[src/rtl/enc_pkg.sv]
// Shared types and size helpers for the encoding sequencer.
package enc_pkg;

  typedef enum logic [1:0] {
    IDLE     = 2'd0,
    ISSUE    = 2'd1,
    WAIT_ACK = 2'd2,
    DONE     = 2'd3
  } enc_seq_state_t;

  // Hypervector rows, one per projection word group
  function automatic int unsigned calc_rows(input int unsigned dhv, input int unsigned width);
    return dhv / width;
  endfunction

  // Feature words per row
  function automatic int unsigned calc_cols(input int unsigned div, input int unsigned width);
    return div / width;
  endfunction

  // Beats per row, rounding up so a partial final beat is still issued
  function automatic int unsigned calc_beats(input int unsigned cols, input int unsigned lanes);
    return (cols + lanes - 1) / lanes;
  endfunction

endpackage

[src/rtl/enc_lane_addr_gen.sv]
// Per-lane projection/feature address generator for one (row, beat) pair.
module enc_lane_addr_gen #(
  parameter int unsigned COLS            = 32,
  parameter int unsigned LANES           = 2,
  parameter int unsigned PROJ_ADDR_WIDTH = 16,
  parameter int unsigned FEA_ADDR_WIDTH  = 8
) (
  input  logic [31:0]                             i_row,
  input  logic [31:0]                             i_beat,
  output logic [LANES-1:0][PROJ_ADDR_WIDTH-1:0]   o_proj_addrs,
  output logic [LANES-1:0][FEA_ADDR_WIDTH-1:0]    o_fea_addrs,
  output logic [LANES-1:0]                        o_lane_valid
);

  logic [31:0] w_col;

  // Lane k carries column beat*LANES+k; columns past the row end stay zero and invalid
  always_comb begin
    o_proj_addrs = '0;
    o_fea_addrs  = '0;
    o_lane_valid = '0;
    w_col        = '0;
    for (int k = 0; k < int'(LANES); k++) begin
      w_col = i_beat * LANES + 32'(k);
      if (w_col < COLS) begin
        o_lane_valid[k] = 1'b1;
        o_proj_addrs[k] = PROJ_ADDR_WIDTH'(i_row * COLS + w_col);
        o_fea_addrs[k]  = FEA_ADDR_WIDTH'(w_col);
      end
    end
  end

endmodule

[src/rtl/encoding_sequencer.sv]
// Encode-frame sequencer: walks projection memory row by row, issuing LANES
// address pairs per beat and waiting for the MAC's row_ack between rows.
// Optional ENC_SEQ_PERF_EN adds saturating stall / ack-wait cycle counters.
module encoding_sequencer
  import enc_pkg::*;
#(
  parameter int unsigned DHV_SIZE        = 4000,
  parameter int unsigned DIV_SIZE        = 512,
  parameter int unsigned PROJ_OUT_WIDTH  = 16,
  parameter int unsigned LANES           = 2,
  parameter int unsigned PROJ_ADDR_WIDTH = 16,
  parameter int unsigned FEA_ADDR_WIDTH  = 8
) (
  input  logic                                   clk,
  input  logic                                   reset_in,
  input  logic                                   start,
  input  logic                                   data_ready,
  input  logic                                   row_ack,
  output logic [LANES-1:0][PROJ_ADDR_WIDTH-1:0]  proj_addrs,
  output logic [LANES-1:0][FEA_ADDR_WIDTH-1:0]   fea_addrs,
  output logic [LANES-1:0]                       lane_valid,
  output logic                                   beat_valid,
  output logic                                   row_last,
  output logic [PROJ_ADDR_WIDTH-1:0]             row_idx,
  output logic                                   busy,
  output logic                                   frame_done
`ifdef ENC_SEQ_PERF_EN
  ,
  output logic [31:0]                            stall_cycles,
  output logic [31:0]                            ack_wait_cycles
`endif
);

  localparam int unsigned ROWS  = calc_rows(DHV_SIZE, PROJ_OUT_WIDTH);
  localparam int unsigned COLS  = calc_cols(DIV_SIZE, PROJ_OUT_WIDTH);
  localparam int unsigned BEATS = calc_beats(COLS, LANES);

  enc_seq_state_t r_state, w_state_d;
  logic [31:0]    r_row, w_row_d;
  logic [31:0]    r_beat, w_beat_d;
  logic           w_issue_d;
  logic           w_busy_d;

  logic [LANES-1:0][PROJ_ADDR_WIDTH-1:0] w_proj;
  logic [LANES-1:0][FEA_ADDR_WIDTH-1:0]  w_fea;
  logic [LANES-1:0]                      w_valid;

  // Addresses are derived from the next (row, beat) so the registered outputs line up with state
  enc_lane_addr_gen #(
    .COLS            (COLS),
    .LANES           (LANES),
    .PROJ_ADDR_WIDTH (PROJ_ADDR_WIDTH),
    .FEA_ADDR_WIDTH  (FEA_ADDR_WIDTH)
  ) u_lane_addr_gen (
    .i_row        (w_row_d),
    .i_beat       (w_beat_d),
    .o_proj_addrs (w_proj),
    .o_fea_addrs  (w_fea),
    .o_lane_valid (w_valid)
  );

  // Next-state and counter update
  always_comb begin
    w_state_d = r_state;
    w_row_d   = r_row;
    w_beat_d  = r_beat;
    unique case (r_state)
      IDLE: begin
        if (start) begin
          w_state_d = ISSUE;
          w_row_d   = '0;
          w_beat_d  = '0;
        end
      end
      ISSUE: begin
        if (data_ready) begin
          if (r_beat == BEATS - 1) w_state_d = WAIT_ACK;
          else                     w_beat_d  = r_beat + 32'd1;
        end
      end
      WAIT_ACK: begin
        if (row_ack) begin
          if (r_row == ROWS - 1) begin
            w_state_d = DONE;
          end else begin
            w_state_d = ISSUE;
            w_row_d   = r_row + 32'd1;
            w_beat_d  = '0;
          end
        end
      end
      DONE:    w_state_d = IDLE;
      default: w_state_d = IDLE;
    endcase
    w_issue_d = (w_state_d == ISSUE);
    w_busy_d  = (w_state_d == ISSUE) || (w_state_d == WAIT_ACK);
  end

  // State and counter registers
  always_ff @(posedge clk or negedge reset_in) begin
    if (!reset_in) begin
      r_state <= IDLE;
      r_row   <= '0;
      r_beat  <= '0;
    end else begin
      r_state <= w_state_d;
      r_row   <= w_row_d;
      r_beat  <= w_beat_d;
    end
  end

  // Registered outputs; addresses are zeroed whenever no beat is presented
  always_ff @(posedge clk or negedge reset_in) begin
    if (!reset_in) begin
      proj_addrs <= '0;
      fea_addrs  <= '0;
      lane_valid <= '0;
      beat_valid <= 1'b0;
      row_last   <= 1'b0;
      row_idx    <= '0;
      busy       <= 1'b0;
      frame_done <= 1'b0;
    end else begin
      proj_addrs <= w_issue_d ? w_proj : '0;
      fea_addrs  <= w_issue_d ? w_fea : '0;
      lane_valid <= w_issue_d ? w_valid : '0;
      beat_valid <= w_issue_d && (|w_valid);
      row_last   <= w_issue_d && (w_beat_d == BEATS - 1);
      row_idx    <= w_busy_d ? PROJ_ADDR_WIDTH'(w_row_d) : '0;
      busy       <= w_busy_d;
      frame_done <= (w_state_d == DONE);
    end
  end

`ifdef ENC_SEQ_PERF_EN
  // Saturating performance counters, cleared when a frame is accepted
  always_ff @(posedge clk or negedge reset_in) begin
    if (!reset_in) begin
      stall_cycles    <= '0;
      ack_wait_cycles <= '0;
    end else if (r_state == IDLE && start) begin
      stall_cycles    <= '0;
      ack_wait_cycles <= '0;
    end else begin
      if (r_state == ISSUE && !data_ready && stall_cycles != '1) begin
        stall_cycles <= stall_cycles + 32'd1;
      end
      if (r_state == WAIT_ACK && ack_wait_cycles != '1) begin
        ack_wait_cycles <= ack_wait_cycles + 32'd1;
      end
    end
  end
`endif

endmodule
[config.mk]
export PLATFORM = sky130hd
export DESIGN_NAME = encoding_sequencer
export DESIGN_NICKNAME = d
export VERILOG_FILES = /design/src/rtl/enc_pkg.sv /design/src/rtl/enc_lane_addr_gen.sv /design/src/rtl/encoding_sequencer.sv
export SDC_FILE = /design/constraint.sdc
export NUM_CORES = 1
export LEC_CHECK = 0
export CORE_MARGIN = 2
export CORE_UTILIZATION = 40
export DETAILED_ROUTE_END_ITERATION = 6
export PLACE_DENSITY = 0.64
export SETUP_SLACK_MARGIN = 0.3
export SLEW_MARGIN = 20
export SYNTH_ARGS = -nofsm -noshare
export SYNTH_HDL_FRONTEND = slang
export SYNTH_SLANG_ARGS = --single-unit
[constraint.sdc]
create_clock -name clk -period 7.7 [get_ports clk]
set_clock_uncertainty 0.1 [all_clocks]
set_input_delay 1.54 -clock clk [delete_from_list [all_inputs] [get_ports clk]]
set_output_delay 1.54 -clock clk [all_outputs]
set_load 0.05 [all_outputs]
Word-level counts from Yosys, hierarchy flattened
Cells that the tools add are included.
{"block": "op_classes", "n_addsub": 5, "magnitude_cmp": 2, "n_eq_ne": 12, "n_mux": 26, "reduce_logical": 7}
{"op": "$mux 32", "n": 9}
{"op": "$add 32x1->32 const B", "n": 3}
{"op": "$pmux 32 s3", "n": 1}
{"op": "$eq 32x4->1 const B", "n": 2}
{"op": "$lt 32x6->1 const B", "n": 2}
{"op": "$mux 16", "n": 4}
{"op": "$pmux 32 s2", "n": 1}
{"op": "$add 16x16->16", "n": 2}
{"op": "$eq 32x8->1 const B", "n": 1}
{"op": "$mux 8", "n": 2}
{"op": "$mux 2", "n": 6}
{"op": "$eq 2x2->1 const B", "n": 4}
{"op": "$pmux 2 s4", "n": 1}
{"op": "$ne 2x2->1 const B", "n": 3}
{"op": "$eq 2x1->1 const B", "n": 2}
{"op": "$reduce_and 4->1", "n": 1}
{"op": "$logic_and 1x1->1", "n": 2}
{"op": "$logic_not 2->1", "n": 1}
{"op": "$mux 1", "n": 2}
{"op": "$reduce_bool 2->1", "n": 1}
{"op": "$reduce_or 2->1", "n": 1}
{"op": "$logic_or 1x1->1", "n": 1}
{"block": "totals", "ff_bits": 136, "input_bits": 5, "output_inout_bits": 70, "wordCells": 66}

Depth between registers and ports, before layout
{"block": "depth", "word_depth": 9, "mapped_depth": 21, "depth_no_buf": 20}

Modules after synthesis
Synthesis repeated with hierarchy kept, for this count alone.
{"block": "hier_totals", "cells_unflattened": 771, "hier_area_um2": 7370.8}
{"mod": "encoding_sequencer", "instances": 1, "cells_each": 649, "area_each_um2": 6537.5, "seq_area_each_um2": 3403.3}
{"mod": "enc_lane_addr_gen", "instances": 1, "cells_each": 122, "area_each_um2": 833.3, "seq_area_each_um2": 0.0}

Least setup slack after synthesis
Ideal clock, no wire load.
{"block": "synth_path", "path_type": "input to register", "startpoint": "input port start", "endpoint": "register proj_addrs[15] in the netlist's numbering", "setup_time_ps": 119, "arrival_ps": 4118, "required_ps": 7481, "path_slack_ps": 3363, "cell_stages": 17, "n_path_buf": 0, "path_cell_list": "nor3_1 a21o_1 o21bai_1 nor2_1 o211ai_1 ha_1 inv_1 fa_1 nor2b_1 o21ai_0 nand2b_1 a21oi_1 o21bai_1 a31oi_1 o21ai_0 xnor2_1 nor2_1"}
{"block": "synth_between", "elab_chain_len": 5, "elab_cells_between_ends": 11, "cone_classes": "1 x add/sub; 1 x order compare; 1 x eq/ne; 8 x mux"}
{"element": "from (decl)", "line": "encoding_sequencer.sv:16", "text": "input logic start,"}
{"element": "$mux 32 (*)", "line": "encoding_sequencer.sv:69", "text": "if (start) begin"}
{"element": "$pmux 32 s3 (*)", "line": "encoding_sequencer.sv:67", "text": "unique case (r_state)"}
{"element": "named net u_lane_addr_gen.i_beat[4]", "line": "enc_lane_addr_gen.sv:9", "text": "input logic [31:0] i_beat,"}
{"element": "$lt 32x6->1 / $add 16x16->16 (equally long branches)", "line": "enc_lane_addr_gen.sv:25, enc_lane_addr_gen.sv:27"}
{"element": "$mux 16 (*)", "line": "enc_lane_addr_gen.sv:25", "text": "if (w_col < COLS) begin"}
{"element": "$mux 32 (*)", "line": "encoding_sequencer.sv:124", "text": "proj_addrs <= w_issue_d ? w_proj : '0;"}
{"element": "to (signal assigned)", "line": "encoding_sequencer.sv:124"}
{"element": "to (decl)", "line": "encoding_sequencer.sv:19", "text": "output logic [LANES-1:0][PROJ_ADDR_WIDTH-1:0] proj_addrs,"}
Mark *: on every way through the listed nets, which the timed path passes. The rest lies on a longest branch. The select of a mux whose other input is x is not followed.
A chain may end at the register's enable or synchronous reset.

Worst setup path in the final report
{"block": "layout_path", "startpoint": "input port start", "endpoint": "register proj_addrs[30] in the netlist's numbering"}
{"block": "layout_between", "elab_cells_between_ends": 12, "cone_classes": "2 x add/sub; 1 x order compare; 1 x eq/ne; 8 x mux"}
{"element": "$mux 32", "line": "encoding_sequencer.sv:69"}
{"element": "$pmux 32 s2", "line": "encoding_sequencer.sv:67"}
{"element": "named net u_lane_addr_gen.i_row[1]", "line": "enc_lane_addr_gen.sv:8", "text": "input logic [31:0] i_row,"}
{"element": "$add 16x16->16", "line": "enc_lane_addr_gen.sv:27", "text": "o_proj_addrs[k] = PROJ_ADDR_WIDTH'(i_row * COLS + w_col);"}
{"element": "$mux 16", "line": "enc_lane_addr_gen.sv:25"}
{"element": "$mux 32", "line": "encoding_sequencer.sv:124"}
The timed path passes the listed nets, and every way through them passes these cells. The select of a mux whose other input is x is not followed.

==> reports/metrics.yaml <==
floorplan:
  core-area_um2: 14640
  die_h_um: 126.7
  die_x_um: 126.7
  initial_utilization_pct: 41.13
  dieArea_um2: 16060
  io_pins: 75
  placementRows: 44
synth:
  ys_warn_count: 0
  yosysUniqueCellTypes: 64
  synth-main-ff-cell: "dfrtp_1"
  yosys-top-cells-area: "dfrtp_1, o21ai_0, nand2_1"
  synth-edff-count: 0
  synthCells: 676
  avgSynthCellArea_um2: 8.910
  synth-seq-cells: 104
  syn_area_um2: 6023
  synthArstFlopShare_pct: 100.0
  yosysSeqAreaShare_pct: 43.21
  yosysTopAreaCell: "dfrtp_1"
  synth_top_area_share_pct: 43.21
clocking:
  tritoncts: "built"
  ctsRootBufferMaster: "clkbuf_16"
  cts_buffers: 9
  postCtsSetupRepairBufs: 0
  cts.sinks: 104
  h-tree-depth: 3
  ctsResizeCount: 0
  cts.path.max_buffers: 2
  hold_buffers: 0
  clkLatencyLatePin_ns: 0.36
  clk_pin_slew_ns: 0.08
grt:
  grtUsageMet3_pct: 4.724
  grt_pass1_vias: 5142
  grt_antenna_before_repair: 0
  busiest_layer: "met2"
  gr-total-overflow: 0
  grt_pass1_wl_um: 27900
  grt_max_degree: 69
  grtUsageMet2_pct: 38.25
  grt_util_met1_pct: 28.62
  gr-usage-all-layers_pct: 22.10
timing:
  slew_headroom_pct: 40.41
  rsz0062_at_grt: "false"
  hold_ws_ns: 0.4500
  finalWorstSetupSlack_ns: 2.460
  tightestPinTransition_ns: 0.8939
  clock.fmax_ghz: 0.1908
  post-route-period-util_pct: 68.05
  hold_viol_final: 0
  layout_min_cycle_time_ns: 5.240
  setup_tns_ns: 0
  drv_slew: 0
  finalSetupViolCount: 0
route:
  route.detailed.drc: 0
  via_count: 5292
  first_pass_iters: 5
  drt_wl_total_um: 17220
  ant_nets: 0
  wl_per_cell_um: 19.21
  drt_iter0_drc: 507
  viasPerCell: 5.906
worst_hold_path:
  hold_start: "r_row[28]"
  holdPathEnd: "r_row[28]"
  min_path_cells: 1
  hold_class: "reg2reg"
worst_setup_path:
  path_max_fanout: 13
  critPathRequiredTime_ns: 7.84
  reg2reg_to: "proj_addrs[15]"
  r2r-start: "r_state[1]"
  crit_buf_inv: 2
  path_class: "in2reg"
  crit_path_max_incr_delay_ns: 0.60
  path_cells: "clkdlybuf4s50_1 -> nor2_1 -> nor2_1 -> nand2_1 -> a21oi_1 -> inv_1 -> ha_1 -> a21o_1 -> a21oi_1 -> o21bai_1 -> a21oi_1 -> o21bai_1 -> a21oi_1 -> nor3_1 -> a31oi_1 -> a31oi_1"
  cp-startpoint: "start"
  cp.arrival_ns: 5.38
  r2r_cells: 16
  start_kind: "input port"
  worst_path_max_delay_cell: "nor2_1"
  crit_path_frequent_cell: "a21oi_1"
  cp_top_family: "compound AO/OA/AOI/OAI gates"
  cp_num_cells: 16
  setup.worst_path.end_class: "flop"
  reg2reg_slack_ns: 2.69
final_layout:
  nFillCells: 1373
  final_layout_size_suffix_gt1_share_pct: 4.635
  syn2layout_area_growth_pct: 15.50
  layout_common_cells: "dfrtp_1, clkdlybuf4s50_1, nand2_1, nor2_1, o21ai_0"
  antennaDiodeCount: 0
  mostFrequentLayoutCell: "dfrtp_1"
  fin_area_um2: 6957
  finalNetCount: 728
power:
  ir_worst_vdd_v: 0.0001355
  power_mw: 1.277
  p_leak_nw: 2.914
  power_density_nw_per_um2: 183.6
run_status:
  status: "complete, no violations"
place:
  portBuffers: 72
  gp_congestion: 0.9252
  place_hpwl_um: 12570
  dpl_worst_slack_ns: 2.102
  place_area_um2: 6664
flow_run:
  cap_violations: 0
[kinds of logic (layout without fill, tap and decap cells)]
logic type               count (synthesis)  count (layout)  synth area share [%]
other                                    1               5               0.06226
flip-flops                             104             104                 43.21
multiplexers                             1               1                0.1869
XOR/XNOR                                24              24                 3.490
AND/OR/NAND/NOR                        280             280                 23.99
adder cells (fa/ha/maj)                 16              16                 3.448
buffers and inverters                   88             120                 7.727
AO/OA/AOI/OAI                          162             162                 17.89
[layout make-up]
| cell class | count | area (µm²) | area share (%) |
|---|---|---|---|
| Multi-Input combinational cell | 488 | 2970 | 42.70 |
| Clock buffer | 9 | 225.2 | 3.237 |
| Clock inverter | 7 | 67.56 | 0.9712 |
| Timing Repair Buffer | 78 | 763.2 | 10.97 |
| Tap cell | 184 | 230.2 | 3.309 |
| Inverter | 26 | 97.59 | 1.403 |
| Sequential cell | 104 | 2603 | 37.41 |
[layer usage]
layer	up-vias	part of all wire, %
li1	2480	-
met2	172	50
met1	2620	43
met5	-	0
met3	20	5.4
met4	0	1.4
[how the worst max path moves through the flow]
stage                                 to  slack (ns)
final                     proj_addrs[30]        2.46
after global routing      proj_addrs[30]        2.08
after CTS                 proj_addrs[30]        2.48
after detailed placement  proj_addrs[30]        2.10
after global placement    proj_addrs[30]        2.26
after floorplan           proj_addrs[15]        3.36
[synth_stat cells (all sizes together) (3+ instances only)]
master,number
dfrtp,104
nand2,68
nor2,53
o21ai,53
buf,39
nor4,30
nand3,29
inv,26
a21oi,23
clkbuf,23
nor3,20
a31oi,19
and2,17
nand4,17
and3,15
ha,15
xor2,14
o31ai,13
nor2b,10
xnor2,10
a22o,9
a21o,8
nand2b,5
or3,5
a211oi,4
o211ai,4
o21bai,4
a221o,3
o31a,3
o41ai,3
or2,3
[stage by stage]
stage               util, %  instances
floorplan                 -        680
global placement      45.51        880
detailed placement    45.51        880
CTS                   47.51        896
global route          47.51        896
finish                47.51        896
[state kept, by name, summed over array words and instances (netlist names)]
signal / count
r_beat: 32
r_row: 32
row_idx: 16
proj_addrs: 11
fea_addrs: 7
r_state: 2
busy: 1
frame_done: 1
lane_valid: 1
row_last: 1
[power by group]
| group | internal [mW] | switching (mW) |
|---|---|---|
| Sequential | 0.570 | 0.0331 |
| Clock | 0.226 | 0.223 |
| Combinational | 0.0802 | 0.145 |
| Total | 0.876 | 0.401 |
Note: power is estimated with default switching activity, not from simulation.
